$ cat config.mk
export PLATFORM = sky130hd
export DESIGN_NAME = noc_credit_link
export DESIGN_NICKNAME = d
export VERILOG_FILES = /design/src/rtl/noc_link_pkg.sv /design/src/rtl/noc_link_monitor.sv /design/src/rtl/noc_credit_link.sv
export SDC_FILE = /design/constraint.sdc
export NUM_CORES = 1
export LEC_CHECK = 0
export CORE_AREA = 10 10 527 529
export CTS_CLUSTER_DIAMETER = 200
export DETAILED_ROUTE_END_ITERATION = 16
export DIE_AREA = 0 0 537 539
export PLACE_DENSITY = 0.31
export SETUP_SLACK_MARGIN = 0.2
export SLEW_MARGIN = 20
export SYNTH_ARGS = -nofsm -noshare
export SYNTH_HDL_FRONTEND = slang
export SYNTH_SLANG_ARGS = --single-unit
$ cat constraint.sdc
create_clock -name clk_noc -period 1.25 [get_ports clk_noc]
set_clock_uncertainty 0.15 [all_clocks]
set_input_delay 0.25 -clock clk_noc [delete_from_list [all_inputs] [get_ports clk_noc]]
set_output_delay 0.25 -clock clk_noc [all_outputs]
set_load 0.005 [all_outputs]
$ cat src/rtl/noc_link_pkg.sv
// Shared types and constants for the router-to-router credit link.
package noc_link_pkg;

  localparam int FLIT_WIDTH     = 128;
  localparam int DEST_WIDTH     = 6;
  localparam int PERF_CNT_WIDTH = 32;

  typedef enum logic {
    LINK_IDLE,
    LINK_BODY
  } link_state_e;

  typedef struct packed {
    logic [FLIT_WIDTH-1:0] data;
    logic [DEST_WIDTH-1:0] dest;
    logic                  is_tail;
    logic                  send;
  } flit_t;

endpackage

$ cat src/rtl/noc_link_monitor.sv
// One channel's credit counter, packet framing FSM, sticky errors and perf counters.
// Perf counters are built only when NOC_LINK_PERF_EN is defined.
//
//   state     | meaning
//   LINK_IDLE | between packets; next flit is a header
//   LINK_BODY | header seen; flits must carry the latched dest until the tail
module noc_link_monitor
  import noc_link_pkg::link_state_e;
  import noc_link_pkg::LINK_IDLE;
  import noc_link_pkg::LINK_BODY;
  import noc_link_pkg::PERF_CNT_WIDTH;
#(
  parameter int DEST_WIDTH        = 6,
  parameter int FLIT_BUFFER_DEPTH = 1,
  parameter int CNT_WIDTH         = $clog2(FLIT_BUFFER_DEPTH + 1)
) (
  input  logic                      clk_noc,
  input  logic                      rst_n,
  input  logic                      send,
  input  logic                      is_tail,
  input  logic [DEST_WIDTH-1:0]     dest,
  input  logic                      credit,
  input  logic                      err_clear,
  output logic [CNT_WIDTH-1:0]      credits_avail,
  output logic                      err_underflow,
  output logic                      err_overflow,
  output logic                      err_dest,
  output logic [PERF_CNT_WIDTH-1:0] perf_flits,
  output logic [PERF_CNT_WIDTH-1:0] perf_pkts
);

  localparam logic [CNT_WIDTH-1:0] DEPTH = CNT_WIDTH'(FLIT_BUFFER_DEPTH);

  logic [CNT_WIDTH-1:0]  count_q, count_d;
  logic                  underflow, overflow, dest_err;
  link_state_e           state_q, state_d;
  logic [DEST_WIDTH-1:0] dest_q, dest_d;
  logic                  uf_q, of_q, de_q;

  always_comb begin
    count_d   = count_q;
    underflow = 1'b0;
    overflow  = 1'b0;
    if (send && !credit) begin
      if (count_q == '0) underflow = 1'b1;
      else               count_d   = count_q - CNT_WIDTH'(1);
    end else if (credit && !send) begin
      if (count_q == DEPTH) overflow = 1'b1;
      else                  count_d  = count_q + CNT_WIDTH'(1);
    end
  end

  always_comb begin
    state_d  = state_q;
    dest_d   = dest_q;
    dest_err = 1'b0;
    case (state_q)
      LINK_IDLE: begin
        if (send && !is_tail) begin
          state_d = LINK_BODY;
          dest_d  = dest;
        end
      end
      LINK_BODY: begin
        if (send) begin
          dest_err = (dest != dest_q);
          if (is_tail) state_d = LINK_IDLE;
        end
      end
      default: state_d = LINK_IDLE;
    endcase
  end

  // A fresh error outranks a coincident clear.
  always_ff @(posedge clk_noc) begin
    if (!rst_n) begin
      count_q <= DEPTH;
      state_q <= LINK_IDLE;
      dest_q  <= '0;
      uf_q    <= 1'b0;
      of_q    <= 1'b0;
      de_q    <= 1'b0;
    end else begin
      count_q <= count_d;
      state_q <= state_d;
      dest_q  <= dest_d;
      uf_q    <= (uf_q & ~err_clear) | underflow;
      of_q    <= (of_q & ~err_clear) | overflow;
      de_q    <= (de_q & ~err_clear) | dest_err;
    end
  end

  assign credits_avail = count_q;
  assign err_underflow = uf_q;
  assign err_overflow  = of_q;
  assign err_dest      = de_q;

`ifdef NOC_LINK_PERF_EN
  logic [PERF_CNT_WIDTH-1:0] flits_q, pkts_q;
  logic                      pkt_end;

  assign pkt_end = send & is_tail;

  always_ff @(posedge clk_noc) begin
    if (!rst_n) begin
      flits_q <= '0;
      pkts_q  <= '0;
    end else if (err_clear) begin
      flits_q <= send    ? PERF_CNT_WIDTH'(1) : '0;
      pkts_q  <= pkt_end ? PERF_CNT_WIDTH'(1) : '0;
    end else begin
      if (send && flits_q != '1)   flits_q <= flits_q + PERF_CNT_WIDTH'(1);
      if (pkt_end && pkts_q != '1) pkts_q  <= pkts_q + PERF_CNT_WIDTH'(1);
    end
  end

  assign perf_flits = flits_q;
  assign perf_pkts  = pkts_q;
`else
  assign perf_flits = '0;
  assign perf_pkts  = '0;
`endif

endmodule

$ cat src/rtl/noc_credit_link.sv
// Pipelined multi-channel credit link with per-channel protocol monitors.
// Define NOC_LINK_PERF_EN to build the per-channel flit/packet counters.
module noc_credit_link #(
  parameter int NUM_CHANNELS      = 4,
  parameter int FLIT_WIDTH        = 128,
  parameter int DEST_WIDTH        = 6,
  parameter int NUM_PIPELINE      = 1,
  parameter int FLIT_BUFFER_DEPTH = 1,
  parameter int CNT_WIDTH         = $clog2(FLIT_BUFFER_DEPTH + 1)
) (
  input  logic                                     clk_noc,
  input  logic                                     rst_n,
  input  logic [0:NUM_CHANNELS-1][FLIT_WIDTH-1:0]  data_in,
  input  logic [0:NUM_CHANNELS-1][DEST_WIDTH-1:0]  dest_in,
  input  logic [0:NUM_CHANNELS-1]                  is_tail_in,
  input  logic [0:NUM_CHANNELS-1]                  send_in,
  output logic [0:NUM_CHANNELS-1]                  credit_out,
  output logic [0:NUM_CHANNELS-1][FLIT_WIDTH-1:0]  data_out,
  output logic [0:NUM_CHANNELS-1][DEST_WIDTH-1:0]  dest_out,
  output logic [0:NUM_CHANNELS-1]                  is_tail_out,
  output logic [0:NUM_CHANNELS-1]                  send_out,
  input  logic [0:NUM_CHANNELS-1]                  credit_in,
  output logic [0:NUM_CHANNELS-1][CNT_WIDTH-1:0]   credits_avail,
  output logic [0:NUM_CHANNELS-1]                  err_underflow,
  output logic [0:NUM_CHANNELS-1]                  err_overflow,
  output logic [0:NUM_CHANNELS-1]                  err_dest,
  input  logic                                     err_clear,
  output logic [0:NUM_CHANNELS-1][noc_link_pkg::PERF_CNT_WIDTH-1:0] perf_flits,
  output logic [0:NUM_CHANNELS-1][noc_link_pkg::PERF_CNT_WIDTH-1:0] perf_pkts
);

  if (NUM_PIPELINE == 0) begin : g_bypass
    assign data_out    = data_in;
    assign dest_out    = dest_in;
    assign is_tail_out = is_tail_in;
    assign send_out    = send_in;
    assign credit_out  = credit_in;
  end else begin : g_pipe
    logic [NUM_PIPELINE-1:0][0:NUM_CHANNELS-1][FLIT_WIDTH-1:0] data_q;
    logic [NUM_PIPELINE-1:0][0:NUM_CHANNELS-1][DEST_WIDTH-1:0] dest_q;
    logic [NUM_PIPELINE-1:0][0:NUM_CHANNELS-1]                 tail_q;
    logic [NUM_PIPELINE-1:0][0:NUM_CHANNELS-1]                 send_q;
    logic [NUM_PIPELINE-1:0][0:NUM_CHANNELS-1]                 credit_q;

    // Reset flushes every stage so in-flight flits and credits are dropped.
    always_ff @(posedge clk_noc) begin
      if (!rst_n) begin
        data_q   <= '0;
        dest_q   <= '0;
        tail_q   <= '0;
        send_q   <= '0;
        credit_q <= '0;
      end else begin
        data_q[0]   <= data_in;
        dest_q[0]   <= dest_in;
        tail_q[0]   <= is_tail_in;
        send_q[0]   <= send_in;
        credit_q[0] <= credit_in;
        for (int s = 1; s < NUM_PIPELINE; s++) begin
          data_q[s]   <= data_q[s-1];
          dest_q[s]   <= dest_q[s-1];
          tail_q[s]   <= tail_q[s-1];
          send_q[s]   <= send_q[s-1];
          credit_q[s] <= credit_q[s-1];
        end
      end
    end

    assign data_out    = data_q[NUM_PIPELINE-1];
    assign dest_out    = dest_q[NUM_PIPELINE-1];
    assign is_tail_out = tail_q[NUM_PIPELINE-1];
    assign send_out    = send_q[NUM_PIPELINE-1];
    assign credit_out  = credit_q[NUM_PIPELINE-1];
  end

  // Monitors watch upstream sends against the credits actually handed back.
  for (genvar c = 0; c < NUM_CHANNELS; c++) begin : g_mon
    noc_link_monitor #(
      .DEST_WIDTH        (DEST_WIDTH),
      .FLIT_BUFFER_DEPTH (FLIT_BUFFER_DEPTH),
      .CNT_WIDTH         (CNT_WIDTH)
    ) u_mon (
      .clk_noc       (clk_noc),
      .rst_n         (rst_n),
      .send          (send_in[c]),
      .is_tail       (is_tail_in[c]),
      .dest          (dest_in[c]),
      .credit        (credit_out[c]),
      .err_clear     (err_clear),
      .credits_avail (credits_avail[c]),
      .err_underflow (err_underflow[c]),
      .err_overflow  (err_overflow[c]),
      .err_dest      (err_dest[c]),
      .perf_flits    (perf_flits[c]),
      .perf_pkts     (perf_pkts[c])
    );
  end

endmodule

==> reports/metrics.cfg <==
[die]
die_w_um=537
die_y_um=539
initial_core_util=0.0705
io_pins=1371
core_area_um2=267000
rows=190
die-area_um2=289000

[cells_and_area]
largest_register_ffs=512
nets=3928
areaGrowthSynthToFinish_pct=131
drive_above_1_share=0.359

[timing]
fin_ws_ps=-639
rsz0062_at_grt=true
maxSlewHeadroom=0.557
post-route-period-util=1.51
finalSetupViolCount=1137
maxSlewViolCount=0
hold_violations=0
holdWs_ps=51.5
clock.fmax_mhz=529
period_minus_slack_ps=1890
worstMarginPinSlew_ps=662

[logic_synthesis]
synth_area_um2=18800
synth.top_cells.by_area=dfxtp_1 63%, and2_1 18%, buf_4 11%, mux2i_1 1.5%, clkbuf_1 1.2%
async_flop_share=0
synth_top_cells_by_count=592 x dfxtp_1, 548 x and2_1, 276 x buf_4
ys_seq_area_frac=0.630
synth_edf_count=0
synth_cell_types=21
yosys.area.top_type_share=0.630
synthCells=1632
synth_most_common_cell=dfxtp_1
synth_seq_cells=592
ys.flop_type=dfxtp_1
synth_area_per_cell_um2=11.5
ys_warn_count=0
yosysTopAreaCell=dfxtp_1

[cts]
cts_inserted_buffers=88
clock_sinks=592
htreeDepth=3
worstSkewPairLatency_ps=760
root_buffer=clkbuf_16
cts_tree=built
cts_buffer_depth=4
path_clk_slew_ps=50

[global_route]
grt_pass1_vias=19600
grt_pass1_wl_mm=186
grtUsageTotal=0.0955
grt_start_max_net_pins=84
antenna_found_initial=81
grt_overflow_total=0

[run_status]
outcome=finished with violations
violations=setup timing

[placed_design]
dp_hpwl_mm=123
io_buffers=1114
finalWeightedCongestion=0.758

[setup_path]
critPathArrivalTime_ps=2370
crit_path_start_kind=flop
crit_required_ps=1730
endpoint_kind=flop
cp_max_fo=2
crit_type=flop to flop

[drt]
ant_nets=0
routed_wl_mm=144
wl_per_cell_um=20.6
vias=17100
dr.pass1.iters=4
vias_per_cell=2.44
initialDrtViolationCount=416
drc_errors=0

[power]
p_leak_nw=17.7
power_mw=54.7
powerDensity_nw_per_um2=1260
vdd_drop_max_mv=0.769

[hold_path]
min_path_type=primary input to flop

[job]
cap_violations=0

routing by layer:
metal | GRT usage | wire [um] | vias to the layer above | part of all wire
li1 | - | - | 7995 | -
met1 | 0.0944 | 50300 | 7784 | 0.35
met2 | 0.175 | 72600 | 1053 | 0.50
met3 | 0.0466 | 16400 | 239 | 0.11
met4 | 0.0283 | 4830 | 14 | 0.033
met5 | 0 | 92 | - | 0.00064
path summary, 6_finish.rpt:
kind,to,start,slack (ps),cells past startpoint
min,data_out[98],data_in[98],50,2
max,g_mon[0].u_mon.credits_avail,credit_out[0],-640,10
max reg2reg,g_mon[0].u_mon.credits_avail,credit_out[0],-640,10
min reg2reg,g_mon[2].u_mon.dest_q[2],g_mon[2].u_mon.dest_q[2],370,2
where the power goes:
| part | internal [mW] | total [mW] | switching, mW |
|---|---|---|---|
| sequential | 20.0 | 20.5 | 0.531 |
| clock | 15.7 | 25.9 | 10.2 |
| combinational | 5.15 | 8.21 | 3.06 |
layout by cell type, fill, tap and decap left out, drive strengths merged, types with 17 or more instances in the layout:
| cell type | instances |
|---|---|
| buf | 671 |
| dfxtp | 592 |
| and2 | 556 |
| clkdlybuf4s50 | 548 |
| dlygate4sd3 | 511 |
| conb | 256 |
| clkbuf | 122 |
| nor2b | 32 |
| mux2i | 28 |
| diode | 26 |
| clkinv | 17 |
| inv | 17 |
timing repair:
item	4_1_cts	5_1_grt
pin swaps	18	10
hold buffers	515	1
hold endpoints to repair	545	149
gates resized for setup	2257	240
endpoints found under the setup margin	604	1155
buffers inserted	16	4
final cells by class:
class	instances	area (um^2)
diodes	26	65.1
clock buffers	122	2510
clock inverters	33	428
fillers	29800	223000
inverters	13	63.8
multi-input cells	940	5680
flip-flops and latches	592	12400
well taps	3552	4440
repair buffers	1734	18000
cell families after synthesis:
group,Yosys count,synth area share
and+or+nand+nor,604,0.203
DFF,592,0.630
buffers and inverters,355,0.126
muxes,28,0.0149
xor gates and xnor gates,24,0.0112
AOI/OAI and AO/OA,20,0.00878
adders and majority gates,8,0.00532
other,1,0.000199
metrics by stage:
step	cells	util	cell area [um^2]	setup slack (ps)	setup TNS (ps)
final	7012	0.163	43500	-639	-323350
after global placement	6297	0.131	35000	-577	-51320
after floorplan	1887	-	19900	65.7	0
after detailed placement	6297	0.131	35000	-587	-50330
after global routing	6995	0.163	43500	-664	-376460
after CTS	6983	0.159	42500	-675	-349210
critical path, cell delays in order (launching register included):
cell and delay, ps:
dfxtp_2 320, buf_12 120, buf_6 100, buf_6 100
buf_6 100, buf_6 100, buf_6 100, buf_12 140
ha_4 270, mux2i_1 170, nand2_1 70
(Power assumes the default switching activity.)
